**src/rtl/pair_serializer.sv**
```systemverilog
// pair_serializer
//   Sits downstream of the 2-input compare-and-swap sorter. Every pair the
//   sorter presents on y_valid is captured into a small FIFO. Pairs are then
//   streamed out one element per valid/ready transfer: element 0 first, then
//   element 1. The sorter has no back-pressure, so a pair that arrives while
//   the FIFO is full (and not popping that same cycle) is dropped. A drop sets
//   the sticky overflow flag.
//
// Parameters
//   DATA_WIDTH : element width, must match the sorter.
//   DEPTH      : FIFO capacity in pairs (power of two, >= 2).
//
// Ports
//   clk, rst_n                : clock (rising edge), asynchronous active-low reset
//   in_valid, in_0, in_1      : sorted pair from the sorter (y_valid, y_0, y_1)
//   out_data/out_valid/out_ready : element stream to the consumer
//   out_last                  : out_data is element 1 of its pair
//   count                     : pairs held, including a half-sent pair
//   full                      : count == DEPTH
//   overflow                  : sticky, set when a pair is dropped
//   drop_cnt                  : saturating 8-bit drop counter, present only
//                               when PAIR_SERIALIZER_DROP_CNT_EN is defined
module pair_serializer #(
  parameter int DATA_WIDTH = 8,
  parameter int DEPTH      = 4
) (
  input  logic                     clk,
  input  logic                     rst_n,
  input  logic                     in_valid,
  input  logic [DATA_WIDTH-1:0]    in_0,
  input  logic [DATA_WIDTH-1:0]    in_1,
  output logic [DATA_WIDTH-1:0]    out_data,
  output logic                     out_valid,
  input  logic                     out_ready,
  output logic                     out_last,
  output logic [$clog2(DEPTH):0]   count,
  output logic                     full,
`ifdef PAIR_SERIALIZER_DROP_CNT_EN
  output logic [7:0]               drop_cnt,
`endif
  output logic                     overflow
);

  localparam int AW = $clog2(DEPTH);
  localparam int CW = AW + 1;

  function automatic logic [7:0] sat_inc(input logic [7:0] v);
    return (v == 8'hFF) ? v : v + 8'd1;
  endfunction

  logic [2*DATA_WIDTH-1:0] mem [DEPTH];
  logic [AW-1:0]           wr_ptr;
  logic [AW-1:0]           rd_ptr;
  logic                    sel;
  logic [2*DATA_WIDTH-1:0] head;
  logic                    xfer;
  logic                    pop;
  logic                    push;
  logic                    drop;

  assign head      = mem[rd_ptr];
  assign out_valid = (count != '0);
  assign full      = (count == CW'(DEPTH));
  assign out_last  = out_valid && sel;
  // Storage is not reset, so the data path is gated to 0 while empty.
  assign out_data  = !out_valid ? '0 :
                     (sel ? head[2*DATA_WIDTH-1:DATA_WIDTH] : head[DATA_WIDTH-1:0]);

  assign xfer = out_valid && out_ready;
  // An entry leaves only once its second element has been taken.
  assign pop  = xfer && sel;
  // A pop frees a slot on the same edge, so a full FIFO can still accept.
  assign push = in_valid && (!full || pop);
  assign drop = in_valid && full && !pop;

  // Storage: data only, no reset
  always_ff @(posedge clk) begin
    if (push) mem[wr_ptr] <= {in_1, in_0};
  end

  // Control state
  always_ff @(posedge clk or negedge rst_n) begin
    if (!rst_n) begin
      wr_ptr   <= '0;
      rd_ptr   <= '0;
      count    <= '0;
      sel      <= 1'b0;
      overflow <= 1'b0;
    end else begin
      if (push) wr_ptr <= wr_ptr + AW'(1);
      if (pop)  rd_ptr <= rd_ptr + AW'(1);
      if (xfer) sel    <= !sel;
      if (drop) overflow <= 1'b1;
      case ({push, pop})
        2'b10:   count <= count + CW'(1);
        2'b01:   count <= count - CW'(1);
        default: count <= count;
      endcase
    end
  end

`ifdef PAIR_SERIALIZER_DROP_CNT_EN
  always_ff @(posedge clk or negedge rst_n) begin
    if (!rst_n)    drop_cnt <= 8'd0;
    else if (drop) drop_cnt <= sat_inc(drop_cnt);
  end
`endif

endmodule
```
**config.mk**
```make
export PLATFORM = sky130hd
export DESIGN_NAME = pair_serializer
export DESIGN_NICKNAME = d
export VERILOG_FILES = /design/src/rtl/pair_serializer.sv
export SDC_FILE = /design/constraint.sdc
export NUM_CORES = 1
export LEC_CHECK = 0
export CAP_MARGIN = 25
export CORE_ASPECT_RATIO = 0.7
export CORE_UTILIZATION = 35
export DETAILED_ROUTE_END_ITERATION = 10
export GPL_ROUTABILITY_DRIVEN = 0
export GPL_TIMING_DRIVEN = 0
export PLACE_DENSITY = 0.65
export SLEW_MARGIN = 20
export SYNTH_ARGS = -nofsm -noshare
export SYNTH_HDL_FRONTEND = slang
export SYNTH_SLANG_ARGS = --single-unit
```
**constraint.sdc**
```tcl
create_clock -name clk -period 2.4 [get_ports clk]
set_input_delay 0.48 -clock clk [delete_from_list [all_inputs] [get_ports clk]]
set_output_delay 0.48 -clock clk [all_outputs]
set_load 0.01 [all_outputs]
```
==> results by group, run 1 <==
Drt
  – Average detailed-routed wire length per instance: 17.0 um
  – Post-route DRC violation count: 0
  – DRT antenna net count: 0
  – First DRT Iteration DRCs: 119
  – Detailed Routing Iterations Pass 1: 4
  – Wire length reported by the detailed router: 6.15 mm
  – Via count of the routed design: 1,739
  – Via-to-Cell Ratio: 4.82

CTS
  – Bufs on Longest Clock Path: 2
  – TritonCTS clock tree: done
  – Hold-fix buffers, CTS: 0
  – Inserted Clock Buffers: 9
  – Cell at the root of the clock tree: clkbuf_16
  – Maximum level of the CTS H-tree: 3
  – Insertion delay to the later sink of the worst-skew pair: 0.32 ns
  – Number of sinks handled by clock tree synthesis: 73
  – CTS clk-pin slew, worst paths: 0.06 ns

Layout
  – Diodes inserted: 0
  – Post-route cell area: 3970 um2
  – Layout Area Growth over Synthesis: 26.9%
  – End-of-flow core utilization: 0.465
  – Ratio of cells with drive above 1 in the final layout: 0.199
  – Net count reported at finish: 261

Floorplanning
  – Die extent in y: 81.1 um
  – Number of ports placed on the die boundary: 35
  – Site row count: 28
  – Width of the die: 115 um
  – Full die area: 9330 um2
  – Placeable core region: 8550 um2
  – Initial Util: 0.366

GRT
  – Pin count of the biggest net entering global routing: 17
  – Via count of the first global-routing pass: 1,776
  – GR Util All Layers: 0.145
  – Antenna violations before repair: 0
  – Wire length of the first global-routing pass: 9.54 mm
  – Leftover overflow at the end of global routing: 0

Worst hold path
  – Hold WC Path Type: in2async

Status
  – Run status: finished clean

Job
  – MaxCap Viol Count: 0

Placement
  – Area of placed instances: 3610 um2
  – Estimated wirelength of the detail-placed design: 3.84 mm
  – Number of port buffers: 33
  – Place WS: -0.301 ns

STA
  – Actual transition at the worst max-transition pin: 0.851 ns
  – Setup TNS Final: 0 ns
  – Slew Viols, Final: 0
  – Setup repair after global routing missed its margin: false
  – Worst path setup slack after routing: 0.0754 ns
  – Final Skew: 0.00424 ns
  – Count of endpoints failing hold in the final timing report: 0
  – Ratio of final minimum period to clock period: 0.969
  – Worst hold margin: 0.463 ns
  – Remaining max-slew budget at the tightest pin: 0.433
  – Post-route minimum period: 2.32 ns
  – Total setup violations reported at the end of the flow: 0
  – FMAX: 0.430 GHz

Logic synthesis
  – Most numerous cell types in the synthesized netlist: edfxtp_1 (64), mux2i_1 (32), a22oi_1 (17)
  – Number of enable-type register cells in the synthesized netlist: 64
  – Post-synth top area share: 0.614
  – Most common cell in the netlist: edfxtp_1
  – Sequential element share of the synthesized area: 0.686
  – Count of unique library cells instantiated by Yosys: 36
  – Post-synthesis register bit count: 73
  – Warning count from the yosys run: 0
  – Post-synthesis average cell area: 16.5 um2
  – Leading register cell type out of synthesis: edfxtp_1
  – Area of the mapped netlist: 3130 um2
  – Post-Syn Nets: 215
  – Dominant cell type by area after synthesis: edfxtp_1
  – Cell count after synthesis: 190
  – Ranking of synthesized cells by area: edfxtp_1 (61%), mux2i_1 (10%), dfrtp_1 (7.2%)
  – Fraction of registers with async set/reset: 0.123

Critical path
  – Worst Setup SP: out_ready
  – Capturing element type of the critical path: flop
  – Worst R2R Start: sel$_DFFE_PN0N_
  – Path type of the worst setup path: in2reg
  – Crit path max fanout: 7
  – WP data required: 2.59 ns
  – Startpoint type of the worst setup path: input port
  – Arrival time of data at the critical path endpoint: 2.52 ns

Pwr
  – Leak: 1.47 nW
  – Power Density: 1330 nW/um2
  – Worst vdd ir: 492 uV
## layer usage
| layer | track usage | up-vias | routed length, um |
|---|---|---|---|
| met5 | 0 | - | 0 |
| met4 | 0.0429 | 0 | 11 |
| met3 | 0.0507 | 2 | 479 |
| met2 | 0.227 | 59 | 2740 |
| met1 | 0.190 | 851 | 2920 |
| li1 | - | 827 | - |
## worst paths after layout
path	cells past startpoint	end	slack [ns]
worst max-delay path	8	count[2]$_DFFE_PN0P_	0.08
worst min-delay path	1	overflow$_DFFE_PN0P_	0.46
worst max register to register	8	count[2]$_DFFE_PN0P_	0.36
worst min register to register	1	overflow$_DFFE_PN0P_	0.49
max in group asynchronous	1	count[1]$_DFFE_PN0P_	1.61
min in group clk	1	overflow$_DFFE_PN0P_	0.49
## layout by cell type, fill, tap and decap left out, drive strengths merged, types with 2 or more instances in the layout
cell type       n
and3            8
nor2b           2
o2111ai         2
and2            9
nand2           3
nand4           2
clkinv          2
xor2            2
clkbuf         10
dfrtp           9
bufinv          2
nor2            2
edfxtp         64
ha              4
dlygate4sd2     8
xnor2           4
inv             8
a22oi          17
clkdlybuf4s50  24
buf            12
mux2i          32
## power breakdown
group          leakage, nW  total [mW]  switching [mW]  internal (mW)
Combinational        0.624        2.03            1.08          0.950
Sequential           0.687        1.82           0.111           1.71
Clock                0.157        1.44           0.523          0.920
Total                 1.47        5.29            1.71           3.58
## flip-flops by register name, summed over array words and instances (netlist names)
| signal | cells |
|---|---|
| count | 3 |
| overflow | 1 |
| rd_ptr | 2 |
| wr_ptr | 2 |
| mem | 64 |
| sel | 1 |
## final cells by class
class                           count  area (um2)
Tap cell                          120         150
Clock buffer                        9         225
Buffer                              9        90.1
Inverter                            6        22.5
Sequential cell                    73        2150
Clock inverter                      7         103
Fill cell                         766        4570
Multi-Input combinational cell    101         895
Timing Repair Buffer               36         338
## through the flow
| stage | power (mW) | std cells |
|---|---|---|
| after floorplan | 3.11 | 190 |
| after detailed placement | 3.92 | 343 |
| after global placement | 3.88 | 343 |
| after CTS | 5.32 | 362 |
| final | 5.29 | 361 |
| after global routing | 5.57 | 361 |
## critical path: stages
cell	delay, ns
clkdlybuf4s50_1	0.62
and2_4	0.23
and2_4	0.15
nand2_1	0.06
fa_1	0.38
nand2b_1	0.19
o32a_1	0.30
o311ai_0	0.11
## cells by family after synthesis
group / synth area share
xor gates and xnor gates: 0.0168
AOI/OAI and AO/OA: 0.0707
adders and majority gates: 0.0224
muxes: 0.106
and+or+nand+nor: 0.0616
buffers and inverters: 0.0368
DFF: 0.686
## timing repair
| action | in CTS | in global routing |
|---|---|---|
| gates resized for setup | 15 | 10 |
| buffers inserted | 3 | 0 |
| endpoints found under the setup margin | 9 | 56 |
(Power assumes the default switching activity.)
==> run 2: changes to the inputs <==
==> constraint.sdc (replaced) <==
create_clock -name clk -period 2.4 [get_ports clk]
set_input_delay 0.48 -clock clk [delete_from_list [all_inputs] [get_ports clk]]
set_output_delay 0.48 -clock clk [all_outputs]
set_load 0.05 [all_outputs]
==> results by group, run 2 (synthesis gave the netlist of run 1 again) <==
Status
  – Run status: finished clean

STA
  – Count of endpoints failing hold in the final timing report: 0
  – Final Skew: 0.00431 ns
  – Total setup violations reported at the end of the flow: 0
  – FMAX: 0.429 GHz
  – Worst path setup slack after routing: 0.0685 ns
  – Remaining max-slew budget at the tightest pin: 0.435
  – Ratio of final minimum period to clock period: 0.971
  – Setup repair after global routing missed its margin: false
  – Slew Viols, Final: 0
  – Setup TNS Final: 0 ns
  – Post-route minimum period: 2.33 ns
  – Actual transition at the worst max-transition pin: 0.848 ns

Floorplanning
  – Placeable core region: 8550 um2
  – Die extent in y: 81.1 um
  – Initial Util: 0.366
  – Full die area: 9330 um2
  – Width of the die: 115 um
  – Number of ports placed on the die boundary: 35
  – Site row count: 28

Worst hold path
  – Hold WC Path Type: in2async

CTS
  – Maximum level of the CTS H-tree: 3
  – TritonCTS clock tree: done
  – Inserted Clock Buffers: 9
  – Bufs on Longest Clock Path: 2
  – Number of buffers inserted to repair setup after CTS: 0
  – Number of sinks handled by clock tree synthesis: 73
  – CTS clk-pin slew, worst paths: 0.06 ns
  – Insertion delay to the later sink of the worst-skew pair: 0.33 ns
  – Cell at the root of the clock tree: clkbuf_16

Critical path
  – Capturing element type of the critical path: primary output
  – Arrival time of data at the critical path endpoint: 1.85 ns
  – Path type of the worst setup path: reg2out
  – Reg2reg setup slack: 0.39 ns
  – Cell depth of the worst flop-to-flop path: 8
  – Cell type of the slowest stage on the worst timing path: dfrtp_2
  – Worst reg2reg endpoint: count[2]$_DFFE_PN0P_
  – Startpoint type of the worst setup path: flop
  – Worst-path cell chain: or3_4 -> buf_6 -> and2_4 -> clkdlybuf4s15_2
  – WP data required: 1.92 ns
  – Crit path max fanout: 10
  – Largest stage delay on the critical path: 0.46 ns
  – Worst R2R Start: sel$_DFFE_PN0N_
  – Worst Setup SP: count[0]$_DFFE_PN0P_

Pwr
  – Power Density: 1490 nW/um2
  – Worst vdd ir: 566 uV
  – Sequential power share: 0.317
  – Leak: 1.45 nW
  – Combinational cell fraction of total power: 0.435
  – Share of total power consumed by net switching: 0.395
  – Power dissipated by switching net loads: 2.32 mW
  – Share of power burned in the clock network: 0.247
  – Power Internal: 3.54 mW

Drt
  – First DRT Iteration DRCs: 104
  – DRT antenna net count: 0
  – Wire length reported by the detailed router: 6.12 mm
  – Post-route DRC violation count: 0
  – Detailed Routing Iterations Pass 1: 4
  – Via count of the routed design: 1,745
  – Average detailed-routed wire length per instance: 17.0 um
  – Via-to-Cell Ratio: 4.86

Layout
  – Register ranked first by flip-flop count: mem
  – Max FFs per register: 64
  – Largest registers: mem: 64 flops, count: 3 flops
  – Diodes inserted: 0
  – Most frequent standard cell in the layout excluding fill and tap cells: edfxtp_1
  – Net count reported at finish: 259
  – Most used cells in the layout excluding fill and tap cells: edfxtp_1 (64), mux2i_1 (32), clkdlybuf4s50_1 (22)
  – Layout Area Growth over Synthesis: 25.3%
  – Ratio of cells with drive above 1 in the final layout: 0.205

GRT
  – GR Util All Layers: 0.144
  – Via count of the first global-routing pass: 1,747
  – Leftover overflow at the end of global routing: 0
  – Pin count of the biggest net entering global routing: 17
  – Antenna violations before repair: 0
  – Wire length of the first global-routing pass: 9.47 mm

Placement
  – Place WS: -0.301 ns
  – Estimated wirelength of the detail-placed design: 3.84 mm
  – Number of port buffers: 33

Job
  – MaxCap Viol Count: 0
## run 2: changes by cell type in the layout (fill, tap and decap cells not counted), moves of 2 or more
cell	before	now
clkbuf_4	0	3
buf_2	3	7
dlygate4sd2_1	8	2
a22oi_1	15	17
clkdlybuf4s50_1	24	22
a22oi_2	2	0
## run 2: per-layer routing
metal  routed length [um]  vias to the layer above  part of all wire  GRT usage
li1                     -                      822                 -          -
met1                 2980                      874              0.49      0.190
met5                    0                        -                 0          0
met4                   72                        0             0.012     0.0429
met3                  325                        8             0.053     0.0507
met2                 2740                       41              0.45      0.223
## run 2: how the worst max path moves through the flow
stage / end / cells past startpoint / slack (ns)
6_report: out_last / 4 / 0.07
5_1_grt: out_data[1] / 6 / 0.001
4_1_cts: out_last / 4 / 0.03
3_5_place_dp: mem[2][10]$_DFFE_PP_ / 4 / -0.30
3_3_place_gp: mem[0][11]$_DFFE_PP_ / 4 / -0.27
2_1_floorplan: count[2]$_DFFE_PN0P_ / 7 / 0.21
## run 2: worst max-delay path, delay by kind of cell (launching register included)
family / cells / cell delay (ns)
simple gates: 2 / 0.58
buf+inv: 2 / 0.48
flops: 1 / 0.46
## run 2: power groups by stage
stage | Clock (mW) | Sequential, mW | Combinational [mW]
3_5_place_dp | 0 | 1.88 | 2.66
2_1_floorplan | 0 | 1.96 | 1.78
6_report | 1.45 | 1.86 | 2.55
3_3_place_gp | 0 | 1.87 | 2.63
5_1_grt | 1.53 | 1.89 | 2.72
4_1_cts | 1.47 | 1.86 | 2.52
## run 2: layout make-up
class                      instances  area, um2
multi-input combinational        101        875
buffer                            10       95.1
fill                             777       4630
timing repair buffer              33        302
tap                              120        150
clock buffer                       9        225
sequential                        73       2150
inverter                           6       22.5
clock inverter                     7        103
## run 2: what timing repair did
| action | CTS | global route |
|---|---|---|
| hold buffers | 0 | 0 |
| endpoints found under the setup margin | 11 | 54 |
| gates resized for setup | 48 | 12 |
| cloned | 0 | 0 |
## run 2: metrics by stage
| stage | total power [mW] | hold WS, ns | cell area [um2] | cells | utilization |
|---|---|---|---|---|---|
| final | 5.86 | 0.459 | 3920 | 359 | 0.459 |
| after global routing | 6.14 | 0.485 | 3920 | 359 | 0.459 |
| after CTS | 5.85 | 0.465 | 3900 | 359 | 0.457 |
| after detailed placement | 4.54 | 0.464 | 3610 | 343 | 0.422 |
| after global placement | 4.50 | 0.464 | 3610 | 343 | 0.422 |
| after floorplan | 3.74 | 0.184 | 3130 | 190 | - |
==> run 3: changes to the inputs <==
--- a/config.mk
+++ b/config.mk
@@ -10,7 +10,7 @@
 export CORE_UTILIZATION = 35
 export DETAILED_ROUTE_END_ITERATION = 10
 export GPL_ROUTABILITY_DRIVEN = 0
-export GPL_TIMING_DRIVEN = 0
+export GPL_TIMING_DRIVEN = 1
 export PLACE_DENSITY = 0.65
 export SLEW_MARGIN = 20
 export SYNTH_ARGS = -nofsm -noshare
==> results by group, run 3 (synthesis gave the netlist of run 1 again) <==
Status
  – Run status: finished clean

Drt
  – DRT antenna net count: 0
  – Post-route DRC violation count: 0
  – Via-to-Cell Ratio: 4.88
  – Wire length reported by the detailed router: 5.83 mm
  – Average detailed-routed wire length per instance: 16.0 um
  – Detailed Routing Iterations Pass 1: 4
  – First DRT Iteration DRCs: 149
  – Via count of the routed design: 1,780

Layout
  – Area of the multi-input gates: 886 um2
  – Diodes inserted: 0
  – Max FFs per register: 64
  – Layout Area Growth over Synthesis: 31.0%
  – Net count reported at finish: 265
  – Most frequent standard cell in the layout excluding fill and tap cells: edfxtp_1
  – Largest registers: mem: 64 flops, count: 3 flops
  – Non-Filler Instances: 365
  – Filler Cells Inserted: 744
  – Ratio of cells with drive above 1 in the final layout: 0.208
  – Area used by sequential logic in the layout: 2150 um2
  – Post-route cell area: 4100 um2
  – Most used cells in the layout excluding fill and tap cells: edfxtp_1 (64), mux2i_1 (32), clkdlybuf4s50_1 (23)
  – Register ranked first by flip-flop count: mem
  – End-of-flow core utilization: 0.480

GRT
  – GR Util All Layers: 0.143
  – Via count of the first global-routing pass: 1,766
  – Pin count of the biggest net entering global routing: 34
  – Wire length of the first global-routing pass: 9.49 mm
  – Antenna violations before repair: 0
  – Leftover overflow at the end of global routing: 0

Worst hold path
  – Hold WC Path Type: in2async

Floorplanning
  – Initial Util: 0.366
  – Number of ports placed on the die boundary: 35
  – Placeable core region: 8550 um2
  – Site row count: 28
  – Full die area: 9330 um2
  – Width of the die: 115 um
  – Die extent in y: 81.1 um

Placement
  – Area of placed instances: 3740 um2
  – Instance count after placement with tap cells included: 349
  – Estimated wirelength of the detail-placed design: 3.77 mm
  – Place WS: 0.0321 ns
  – Number of port buffers: 34

Critical path
  – Worst-path cell chain: and2_1 -> a22oi_1 -> and3_1 -> buf_12
  – Path type of the worst setup path: reg2out
  – Capturing element type of the critical path: primary output
  – Reg2reg setup slack: 0.29 ns
  – Cell type of the slowest stage on the worst timing path: dfrtp_1
  – WP data required: 1.92 ns
  – Startpoint type of the worst setup path: flop
  – Crit path max fanout: 8
  – Arrival time of data at the critical path endpoint: 1.84 ns
  – Largest stage delay on the critical path: 0.52 ns

STA
  – Final Skew: 0.00319 ns
  – Post-route minimum period: 2.32 ns
  – Count of endpoints failing hold in the final timing report: 0
  – Setup TNS Final: 0 ns
  – Slew Viols, Final: 0
  – Total setup violations reported at the end of the flow: 0
  – Worst path setup slack after routing: 0.0807 ns
  – Setup repair after global routing missed its margin: false
  – Remaining max-slew budget at the tightest pin: 0.667
  – Ratio of final minimum period to clock period: 0.966
  – Worst hold margin: 0.455 ns
  – FMAX: 0.431 GHz
  – Actual transition at the worst max-transition pin: 0.498 ns

Pwr
  – Power Density: 1560 nW/um2
  – Leak: 1.54 nW
  – Worst vdd ir: 795 uV
  – Total power consumption of the routed design: 6.40 mW

Job
  – MaxCap Viol Count: 0

CTS
  – Cell at the root of the clock tree: clkbuf_16
  – Inserted Clock Buffers: 9
  – Insertion delay to the later sink of the worst-skew pair: 0.33 ns
  – Number of buffers inserted to repair setup after CTS: 0
  – TritonCTS clock tree: done
  – Number of sinks handled by clock tree synthesis: 73
  – CTS clk-pin slew, worst paths: 0.06 ns
  – Bufs on Longest Clock Path: 2
  – Maximum level of the CTS H-tree: 3
## run 3: cell types whose count changed in the layout (fill, tap and decap cells not counted), sizes merged
cell,delta
bufinv,+1
dlygate4sd2,-1
clkinv,-1
clkdlybuf4s15,-1
clkbuf,-2
clkdlybuf4s50,+1
buf,+10
inv,-1
## run 3: worst paths after layout
| path | to | start | cells past startpoint |
|---|---|---|---|
| min reg2reg | overflow$_DFFE_PN0P_ | overflow$_DFFE_PN0P_ | 1 |
| max | out_data[0] | rd_ptr[0]$_DFFE_PN0N_ | 4 |
| min | count[2]$_DFFE_PN0P_ | rst_n | 1 |
| max reg2reg | count[2]$_DFFE_PN0P_ | sel$_DFFE_PN0N_ | 8 |
| max in group asynchronous | rd_ptr[1]$_DFFE_PN0N_ | rst_n | 1 |
| min in group clk | overflow$_DFFE_PN0P_ | overflow$_DFFE_PN0P_ | 1 |
## run 3: final cells by class
class | instances | area share
inverter | 6 | 0.00549
timing repair buffer | 49 | 0.135
clock inverter | 6 | 0.0281
tap | 120 | 0.0366
multi-input combinational | 101 | 0.216
sequential | 73 | 0.523
clock buffer | 10 | 0.0558
## run 3: worst max-delay path: cells and delay by family, from the launching register on
family	cells	cell delay (ns)
flops	1	0.52
compound gates	1	0.16
buf+inv	1	0.16
simple gates	2	0.67
## run 3: what timing repair did
item | 4_1_cts | 5_1_grt
resized for setup | 4 | 2
endpoints found under the setup margin | 9 | 2
hold buffers | 0 | 0
## run 3: where the power goes
| part | internal [mW] | switching [mW] |
|---|---|---|
| logic | 1.32 | 1.72 |
| registers | 1.70 | 0.137 |
| clock network | 1.02 | 0.495 |
| total | 4.05 | 2.35 |
## run 3: routing by layer
| layer | GRT usage | share of wire |
|---|---|---|
| met5 | 0 | 0 |
| met4 | 0.0597 | 0.013 |
| met3 | 0.0552 | 0.059 |
| met2 | 0.204 | 0.44 |
| met1 | 0.194 | 0.48 |
